==> config.mk <==
export PLATFORM = sky130hd
export DESIGN_NAME = jt12_eg_phase
export DESIGN_NICKNAME = d
export VERILOG_FILES = /design/src/rtl/jt12_eg_phase.sv
export SDC_FILE = /design/constraint.sdc
export NUM_CORES = 1
export LEC_CHECK = 0
export BUFFER_PORTS_ARGS = -buffer_cell sky130_fd_sc_hd__buf_2
export CAP_MARGIN = 0
export CORE_MARGIN = 2
export CORE_UTILIZATION = 35
export CTS_BUF_LIST = sky130_fd_sc_hd__clkbuf_8
export DETAILED_ROUTE_END_ITERATION = 8
export GPL_TIMING_DRIVEN = 0
export HOLD_SLACK_MARGIN = 0.08
export PLACE_DENSITY = 0.55
export SETUP_SLACK_MARGIN = 0.4
export SYNTH_ARGS = -nofsm -noshare
export SYNTH_HDL_FRONTEND = slang
export SYNTH_SLANG_ARGS = --single-unit
==> constraint.sdc <==
create_clock -name clk -period 2.4 [get_ports clk]
set_clock_uncertainty 0.05 [all_clocks]
set_input_delay 0 -clock clk [delete_from_list [all_inputs] [get_ports clk]]
set_output_delay 0 -clock clk [all_outputs]
set_load 0.1 [all_outputs]
==> src/rtl/jt12_eg_phase.sv <==
// -----------------------------------------------------------------------------
// jt12_eg_phase
// Envelope-generator phase tracker for a time-multiplexed FM operator pipeline.
// Each of SLOTS slots owns a {phase, prev_kon} record that circulates through a
// shift register, one stage per clk_en.  The record reaching the last stage
// belongs to the slot whose inputs are currently presented.  Its next phase is
// computed, written back into stage 0 and registered onto the outputs.
//
// Optional feature: define JT12_EG_SSG_EN to compile in the SSG-EG loop
// restart (adds ssg_en input and ssg_restart output).
//
// Ports
//   clk          system clock, rising edge
//   rst_n        asynchronous active-low reset
//   clk_en       pipeline advance strobe; everything holds while low
//   keyon_II     key-on level of the head slot
//   eg_in[9:0]   current attenuation of the head slot (0 loudest, 0x3FF silent)
//   sl[3:0]      sustain level of the head slot
//   ssg_en       (JT12_EG_SSG_EN only) SSG-EG enable of the head slot
//   state_out    registered phase of the slot just processed
//   kon_pulse    one-slot key-on edge marker
//   koff_pulse   one-slot key-off edge marker
//   ssg_restart  (JT12_EG_SSG_EN only) one-slot SSG loop restart marker
//
// Per-slot phase
//   state   | meaning
//   ATTACK  | attenuation ramping towards 0 after key-on
//   DECAY   | falling from peak towards the sustain level
//   SUSTAIN | holding at/below sustain level until key-off
//   RELEASE | key released (also the reset state)
// -----------------------------------------------------------------------------
module jt12_eg_phase #(
    parameter int SLOTS = 24
) (
    input  logic       clk,
    input  logic       rst_n,
    input  logic       clk_en,
    input  logic       keyon_II,
    input  logic [9:0] eg_in,
    input  logic [3:0] sl,
`ifdef JT12_EG_SSG_EN
    input  logic       ssg_en,
    output logic       ssg_restart,
`endif
    output logic [1:0] state_out,
    output logic       kon_pulse,
    output logic       koff_pulse
);

    typedef enum logic [1:0] {
        ATTACK  = 2'd0,
        DECAY   = 2'd1,
        SUSTAIN = 2'd2,
        RELEASE = 2'd3
    } phase_t;

    // Each stage: {phase[1:0], prev_kon}
    logic [SLOTS-1:0][2:0] r_stage;
    logic [1:0]            r_state_out;
    logic                  r_kon_pulse;
    logic                  r_koff_pulse;

    phase_t     w_cur;
    logic       w_prev_kon;
    phase_t     w_next;
    logic       w_kon;
    logic       w_koff;
    logic [9:0] w_sl_ext;
    logic [2:0] w_new_stage;

    assign w_cur       = phase_t'(r_stage[SLOTS-1][2:1]);
    assign w_prev_kon  = r_stage[SLOTS-1][0];
    assign w_new_stage = {w_next, keyon_II};

`ifdef JT12_EG_SSG_EN
    logic r_ssg_restart;
    logic w_ssg;
    assign ssg_restart = r_ssg_restart;
`endif

    always_comb begin
        w_next   = w_cur;
        w_kon    = 1'b0;
        w_koff   = 1'b0;
`ifdef JT12_EG_SSG_EN
        w_ssg    = 1'b0;
`endif
        // sl = 15 is the special maximum level rather than 0x1E0
        w_sl_ext = (sl == 4'hF) ? 10'h3E0 : {1'b0, sl, 5'b0};

        if (keyon_II && !w_prev_kon) begin
            w_next = ATTACK;
            w_kon  = 1'b1;
        end else if (!keyon_II && w_prev_kon) begin
            w_next = RELEASE;
            w_koff = 1'b1;
        end
`ifdef JT12_EG_SSG_EN
        // No edge here, so keyon_II = 1 means the key is held
        else if (ssg_en && keyon_II && (w_cur == DECAY || w_cur == SUSTAIN) &&
                 (eg_in >= 10'h200)) begin
            w_next = ATTACK;
            w_ssg  = 1'b1;
        end
`endif
        else begin
            case (w_cur)
                ATTACK:  if (eg_in == 10'd0)     w_next = DECAY;
                DECAY:   if (eg_in >= w_sl_ext)  w_next = SUSTAIN;
                default: w_next = w_cur;
            endcase
        end
    end

    always_ff @(posedge clk or negedge rst_n) begin
        if (!rst_n) begin
            r_stage      <= {SLOTS{3'b110}};
            r_state_out  <= RELEASE;
            r_kon_pulse  <= 1'b0;
            r_koff_pulse <= 1'b0;
        end else if (clk_en) begin
            r_stage      <= {r_stage[SLOTS-2:0], w_new_stage};
            r_state_out  <= w_next;
            r_kon_pulse  <= w_kon;
            r_koff_pulse <= w_koff;
        end
    end

`ifdef JT12_EG_SSG_EN
    always_ff @(posedge clk or negedge rst_n) begin
        if (!rst_n) begin
            r_ssg_restart <= 1'b0;
        end else if (clk_en) begin
            r_ssg_restart <= w_ssg;
        end
    end
`endif

    assign state_out  = r_state_out;
    assign kon_pulse  = r_kon_pulse;
    assign koff_pulse = r_koff_pulse;

endmodule

Word-level counts from Yosys, hierarchy flattened
Cells that the tools add are included. Widths: inputs -> output; s select.

Order comparisons: 1. Equality and inequality tests: 2. Multiplexer cells: 9. Reductions and logical operators: 6.

Operator list (number): $ge 10x10->1 (1); $logic_not 10->1 (1); $mux 10 (1); $mux 2 (4); $eq 4x4->1 const B (1); $pmux 2 s2 (1); $mux 1 (3); $eq 2x1->1 const B (1); $logic_and 1x1->1 (2); $logic_not 1->1 (2); $logic_not 2->1 (1).

Flip-flop bits (word level): 76. Input port bits: 18. Output and inout bits: 4. Logic and storage cells: 45.

Depth between registers and ports, before layout
Gate-level depths: netlist of the first run.

Depth after elaboration: 7. Mapped depth: 6. Gate-level depth less buffers: 6.

Worst setup path after synthesis of the first run
OpenSTA, ideal clock, no wires.

Path type: flip-flop to flip-flop. Start point: register r_stage[71] (netlist bit). End point: register r_stage[2] (netlist bit). Library setup time: 0.082 ns. Data arrival time: 1.348 ns. Required time: 2.268 ns. Path slack: 0.921 ns. Cell stages (with the launch flop): 5. Path buffers: 0. Period minus slack after synthesis: 1.479 ns. Cell sequence: dfstp_2 > nand4b_1 > nor4_1 > or3_1 > o31a_1.

Cells in the longest elaborated chain, start to end: 4. Elaborated cells between the ends (all ways): 7. Classes of those cells: eq/ne: 1; mux: 5; reduce/logical: 1.

Ends and longest elaborated chain: from (decl) (line 58) `logic [SLOTS-1:0][2:0] r_stage;`; from (signal assigned) (line 117) `r_stage <= {SLOTS{3'b110}};`; from (signal assigned) (line 122) `r_stage <= {r_stage[SLOTS-2:0], w_new_stage};`; $eq 2x1->1, or another cell as far along (line 107) `case (w_cur)`; $pmux 2 s2 (*) (line 107); $mux 2 (*) (line 94) `end else if (!keyon_II && w_prev_kon) begin`; $mux 2 (*) (line 91) `if (keyon_II && !w_prev_kon) begin`.

Mark *: on every way between the ends. The rest lies on a longest branch, timed or not. A chain may end at the register's enable or synchronous reset.

Worst setup path after layout of the first run
Ends and elaborated chain as after synthesis.

==> metrics, run 1 <==
r2r startpoint=r_stage[71]; commonest non-fill, non-tap cells in the layout=mux2_2 (62), dfstp_2 (48), buf_2 (27); floorplan row count=33; switching part of the total power=27.1%; I/O Pins=22; initial antenna violation count=0; Clock Latency Late Sink=0.33 ns; Pint=2550 uW; first-pass GRT wire length=approximately 7500 um; Leak=approximately 0.0015 uW; top post-synthesis cells by area=dfstp_2 (42%), mux2_2 (23%), dfrtp_1 (22%); syn nets=215; Mapped Cells=192; post-route minimum period=1.58 ns; crit end category=flip-flop; Post-synth EDFFs=0; maximum vdd drop=0.000329 V; power density cells=1000 nW/um2; Synth Warn #=0; Total GRT Usage=9.92%; max_slew headroom=66.7%; n_diodes=0; placer congestion estimate=0.744; status=finished, final reports clean; die width=roughly 97 um; Root Driver=clkbuf_8; fin. max-slew vios=0; antenna-violating nets left=0; area grow syn2layout=15.7%; worst reg2reg setup slack=around 0.8 ns; gr ovfl total=0; register share of total power=56.5%; post-cts sizing count=0; Max-cap violations=0; switching pwr=between 900 and 1000 uW; # DRC=0; area of the mapped netlist=3010 um2; Finished Core Util=42.0%; crit path DAT=1.79 ns; CTS tree=done; Reg-to-Reg End=r_stage[2]; CP startpoint kind=flip-flop; Slew @ Worst Pin=0.503 ns; die area=9370 um2; FMAX=0.634 GHz; htree depth=3; count of final setup violators=0; final hold vios=0; drt total wl=4160 um; Final nets=251; Gate power share=between 20% and 30%; clock share of power=23.3%; Yosys top cell by area=dfstp_2; sequential share of the synthesized area=63.5%; largest net degree at the start of global routing=75; Fin Setup TNS=0 ns; Yosys reg bits=74; Vias per Instance=about 4.5; R2R depth=4; DR iter-0 viols=31; clk buf depth=2; WP data required=about 2.6 ns; setup repair bufs after CTS=0; Starting Density=36.3%; unrepaired setup endpoints after global routing=false; number of buffers added on ports=20; Setup CP Type=flip-flop to flip-flop; Core Area=8300 um2; CP Max Fanout=5; post-synth top area share=roughly two fifths; crit share post-route=65.8%; hold depth=5; Post-synth ARST share=100%; Avg Inst Size Synth=15.7 um2; Die H=96.8 um; CTS sink count=74; layout cell share with drive strength beyond 1=67.4%; Top FF cell, synth=dfstp_2; worst hold start=eg_in[8]; hpwl dp=2660 um; most common cell after layout, fill and taps aside=mux2_2; WL/cell=12.3 um; clock-pin slew on the worst setup and hold paths=0.07 ns; vias in the first global route=1611; CTS Buf Count=9; Synth cell types=28; Power Total=3490 uW; worst hold path type=input port to flip-flop; TritonRoute pass-1 iters=3; hold endpoint=r_stage[1]; total number of vias=1532; CTS Hold Buffers Added=4
power groups by stage:
stage	clock network [uW]	registers [uW]	logic, uW
4_1_cts	872	1980	720
6_report	815	1970	705
3_5_place_dp	0	2000	711
5_1_grt	929	2040	771
3_3_place_gp	0	1990	688
2_1_floorplan	0	1990	533
area by class of cell:
type                    instances  area (um2)
inverters                       7        26.3
well taps                     105         131
clock buffers                  10         138
clock inverters                 6        33.8
plain buffers                  12        62.6
flip-flops and latches         74        1910
multi-input cells              99        1010
fillers                       763        4810
repair buffers                 25         170
worst max-delay path: stages (launching register included):
cell and delay (ns):
dfstp_2 0.57, nand4b_1 0.14, nor4_1 0.06, or3_1 0.39, o31a_1 0.29
metrics by stage:
step | instances | hold WS, ns | instance area [um2] | setup WS, ns
floorplan | 192 | -0.346 | 3010 | 0.921
global placement | 317 | 0.227 | 3240 | 0.809
detailed placement | 318 | -0.00308 | 3270 | 0.827
CTS | 338 | 0.0984 | 3490 | 0.806
global route | 338 | 0.137 | 3490 | 0.744
finish | 338 | 0.118 | 3490 | 0.822
cell usage after synthesis, types with 2 or more instances:
cell type	number
mux2_2	62
dfstp_2	48
dfrtp_1	26
buf_2	8
mux2_1	8
inv_1	7
ha_1	5
a21oi_1	3
buf_4	2
clkbuf_1	2
nand3b_1	2
nor4_1	2
o21ai_0	2
registers in the layout, summed over array words and instances, names as in the netlist:
name        flops
koff_pulse      1
kon_pulse       1
r_stage        72
worst max path at each step:
stage                startpoint    endpoint  slack, ns  cells past startpoint
finish              r_stage[71]  r_stage[2]       0.82                      4
global placement    r_stage[71]  r_stage[2]       0.81                      4
floorplan           r_stage[71]  r_stage[2]       0.92                      4
global route        r_stage[71]  r_stage[2]       0.74                      4
CTS                 r_stage[71]  r_stage[2]       0.81                      4
detailed placement  r_stage[71]  r_stage[2]       0.83                      4
per-layer routing:
layer | track usage, % | part of all wire [%]
met4 | 3.90 | 1.5
met3 | 4.70 | 5.5
met2 | 13.9 | 41
met1 | 13.2 | 52
met5 | 0 | 0
cells by family after synthesis:
| family | share of synthesized area, % |
|---|---|
| flops | 63.5 |
| mux | 26.5 |
| buf+inv | 2.95 |
| simple gates | 3.03 |
| compound gates | 1.99 |
| fa+ha+maj | 2.08 |
No activity file was read; power rests on OpenSTA's default activity.
==> inputs of run 2 (changes only) <==
--- a/config.mk
+++ b/config.mk
@@ -13,7 +13,7 @@
 export DETAILED_ROUTE_END_ITERATION = 8
 export GPL_TIMING_DRIVEN = 0
 export HOLD_SLACK_MARGIN = 0.08
-export PLACE_DENSITY = 0.55
+export PLACE_DENSITY = 0.57
 export SETUP_SLACK_MARGIN = 0.4
 export SYNTH_ARGS = -nofsm -noshare
 export SYNTH_HDL_FRONTEND = slang
==> constraint.sdc (replaced) <==
create_clock -name clk -period 1.4 [get_ports clk]
set_clock_uncertainty 0.05 [all_clocks]
set_input_delay 0 -clock clk [delete_from_list [all_inputs] [get_ports clk]]
set_output_delay 0 -clock clk [all_outputs]
set_load 0.1 [all_outputs]
==> run 2 against run 1 <==
Net effect: the flow now finishes with violations (hold timing, setup timing); fmax grew 4.3%; first-iteration DRC count grew 90%; sequential share of layout area shrank 2.6 points; die area is the same; setup slack lost 0.93 ns; combinational power grew 120%; critical path depth is the same; global-route usage grew 0.64 points; hold slack lost 0.38 ns; clock-buffer cell count shrank 1; routed wire length grew 7.4%; highest routed layer unchanged.
==> metrics, run 2 (synthesis gave the netlist of run 1 again) <==
final hold vios=26; clock-pin slew on the worst setup and hold paths=0.08 ns; most common cell after layout, fill and taps aside=mux2_2; CTS Buf Count=9; Finished Layout Cells=341; area grow syn2layout=21.7%; htree depth=3; Clock Latency Late Sink=0.35 ns; I/O Pins=22; post-route minimum period=about 1.5 ns; Leak=0.00159 uW; Top reg by flops=r_stage; count of final setup violators=2; n_diodes=0; filler instances=755; placed instance area=roughly 3300 um2; WP data required=between 1.5 and 2 ns; Slew @ Worst Pin=0.902 ns; violated checks=hold timing, setup timing; commonest non-fill, non-tap cells in the layout=mux2_2 (62), dfstp_2 (48), dfrtp_1 (24); # DRC=0; status=finished, violations left; Root Driver=clkbuf_8; placer congestion estimate=0.721; hpwl dp=~2700 um; Core Area=8300 um2; Starting Density=36.3%; FMAX=0.661 GHz; initial antenna violation count=0; largest net degree at the start of global routing=75; die area=roughly 9400 um2; drt total wl=around 4500 um; met2 wire len=2020 um; worst hold path type=input port to asynchronous set/reset pin; gr ovfl total=0; Total GRT Usage=10.6%; fin. max-slew vios=0; floorplan row count=33; Setup CP Type=flip-flop to flip-flop; CP startpoint kind=flip-flop; WL/cell=13.1 um; total number of vias=1600; crit end category=flip-flop; crit path DAT=1.74 ns; placed instance count=317; TritonRoute pass-1 iters=2; Die H=96.8 um; CTS tree=done; crit share post-route=108%; WL met1=2130 um; Setup WS post-layout=-0.113 ns; vias in the first global route=1710; Max-cap violations=0; worst hold slack=-0.265 ns; maximum vdd drop=0.000893 V; DR iter-0 viols=between 50 and 60; max_slew headroom=39.8%; antenna-violating nets left=0; die width=about 97 um; Final nets=254; CTS sink count=74; Vias per Instance=4.69; met3 routed WL=228 um; layout cell share with drive strength beyond 1=a little under three quarters; first-pass GRT wire length=7960 um; unrepaired setup endpoints after global routing=true; max reg flops=approximately 70; clk buf depth=2; top sig layer=met4; Design Area, Final=3670 um2; CTS Hold Buffers Added=2; CP Max Fanout=2; number of buffers added on ports=20; power density cells=1870 nW/um2
[run 2: metal layers]
layer / vias up / track usage, %
li1: 756 / -
met1: 802 / 13.3
met2: 30 / 16.0
met3: 12 / 4.12
met4: 0 / 4.88
met5: - / 0
[run 2: final cells by class]
cell class | count | area, um2 | share of cell area (%)
sequential | 74 | 1920 | 52.3
inverter | 7 | 26.3 | 0.716
timing repair buffer | 28 | 239 | 6.52
clock inverter | 7 | 118 | 3.21
tap | 105 | 131 | 3.58
multi-input combinational | 99 | 1030 | 28.1
buffer | 12 | 82.6 | 2.25
clock buffer | 9 | 124 | 3.38
[run 2: through the flow]
stage | worst slack (ns) | util [%] | setup TNS (ns) | hold slack (ns) | power, uW
final | -0.113 | 44.2 | -0.176 | -0.265 | 6870
after global routing | -0.179 | 44.2 | -0.322 | -0.188 | 7280
after CTS | -0.111 | 44.0 | -0.172 | -0.236 | 6960
after detailed placement | -0.163 | 39.4 | -0.179 | 0.150 | 4670
after global placement | -0.350 | 39.3 | -3.75 | 0.233 | 4600
after floorplan | -0.0662 | - | -0.0662 | -0.346 | 4350
[run 2: report_power, final]
part	switching [uW]	internal, uW
logic	655	866
clock network	772	1180
registers	330	3060
total	1760	5110
[run 2: worst paths after layout]
path | startpoint | end | slack [ns] | depth (start not counted)
setup / recovery | r_stage[71] | r_stage[2] | -0.11 | 4
hold / removal | rst_n | r_stage[36] | -0.27 | 1
setup reg to reg | r_stage[71] | r_stage[2] | -0.11 | 4
hold reg to reg | r_stage[67] | r_stage[70] | 0.41 | 2
max in group asynchronous | rst_n | koff_pulse | 0.88 | 1
min in group clk | clk_en | r_stage[1] | 0.10 | 5
[run 2: what timing repair did]
| item | 4_1_cts | 5_1_grt |
|---|---|---|
| setup buffers | 6 | 0 |
| endpoints found under the hold margin | 31 | 26 |
| endpoints found under the setup margin | 6 | 9 |
| resized for setup | 21 | 4 |
| pin swaps | 2 | 1 |
[run 2: worst max-delay path: stages (launching register included)]
cell,delay (ns)
dfstp_2,0.54
nand4b_1,0.13
nor4_1,0.06
or3_1,0.36
o31a_1,0.29
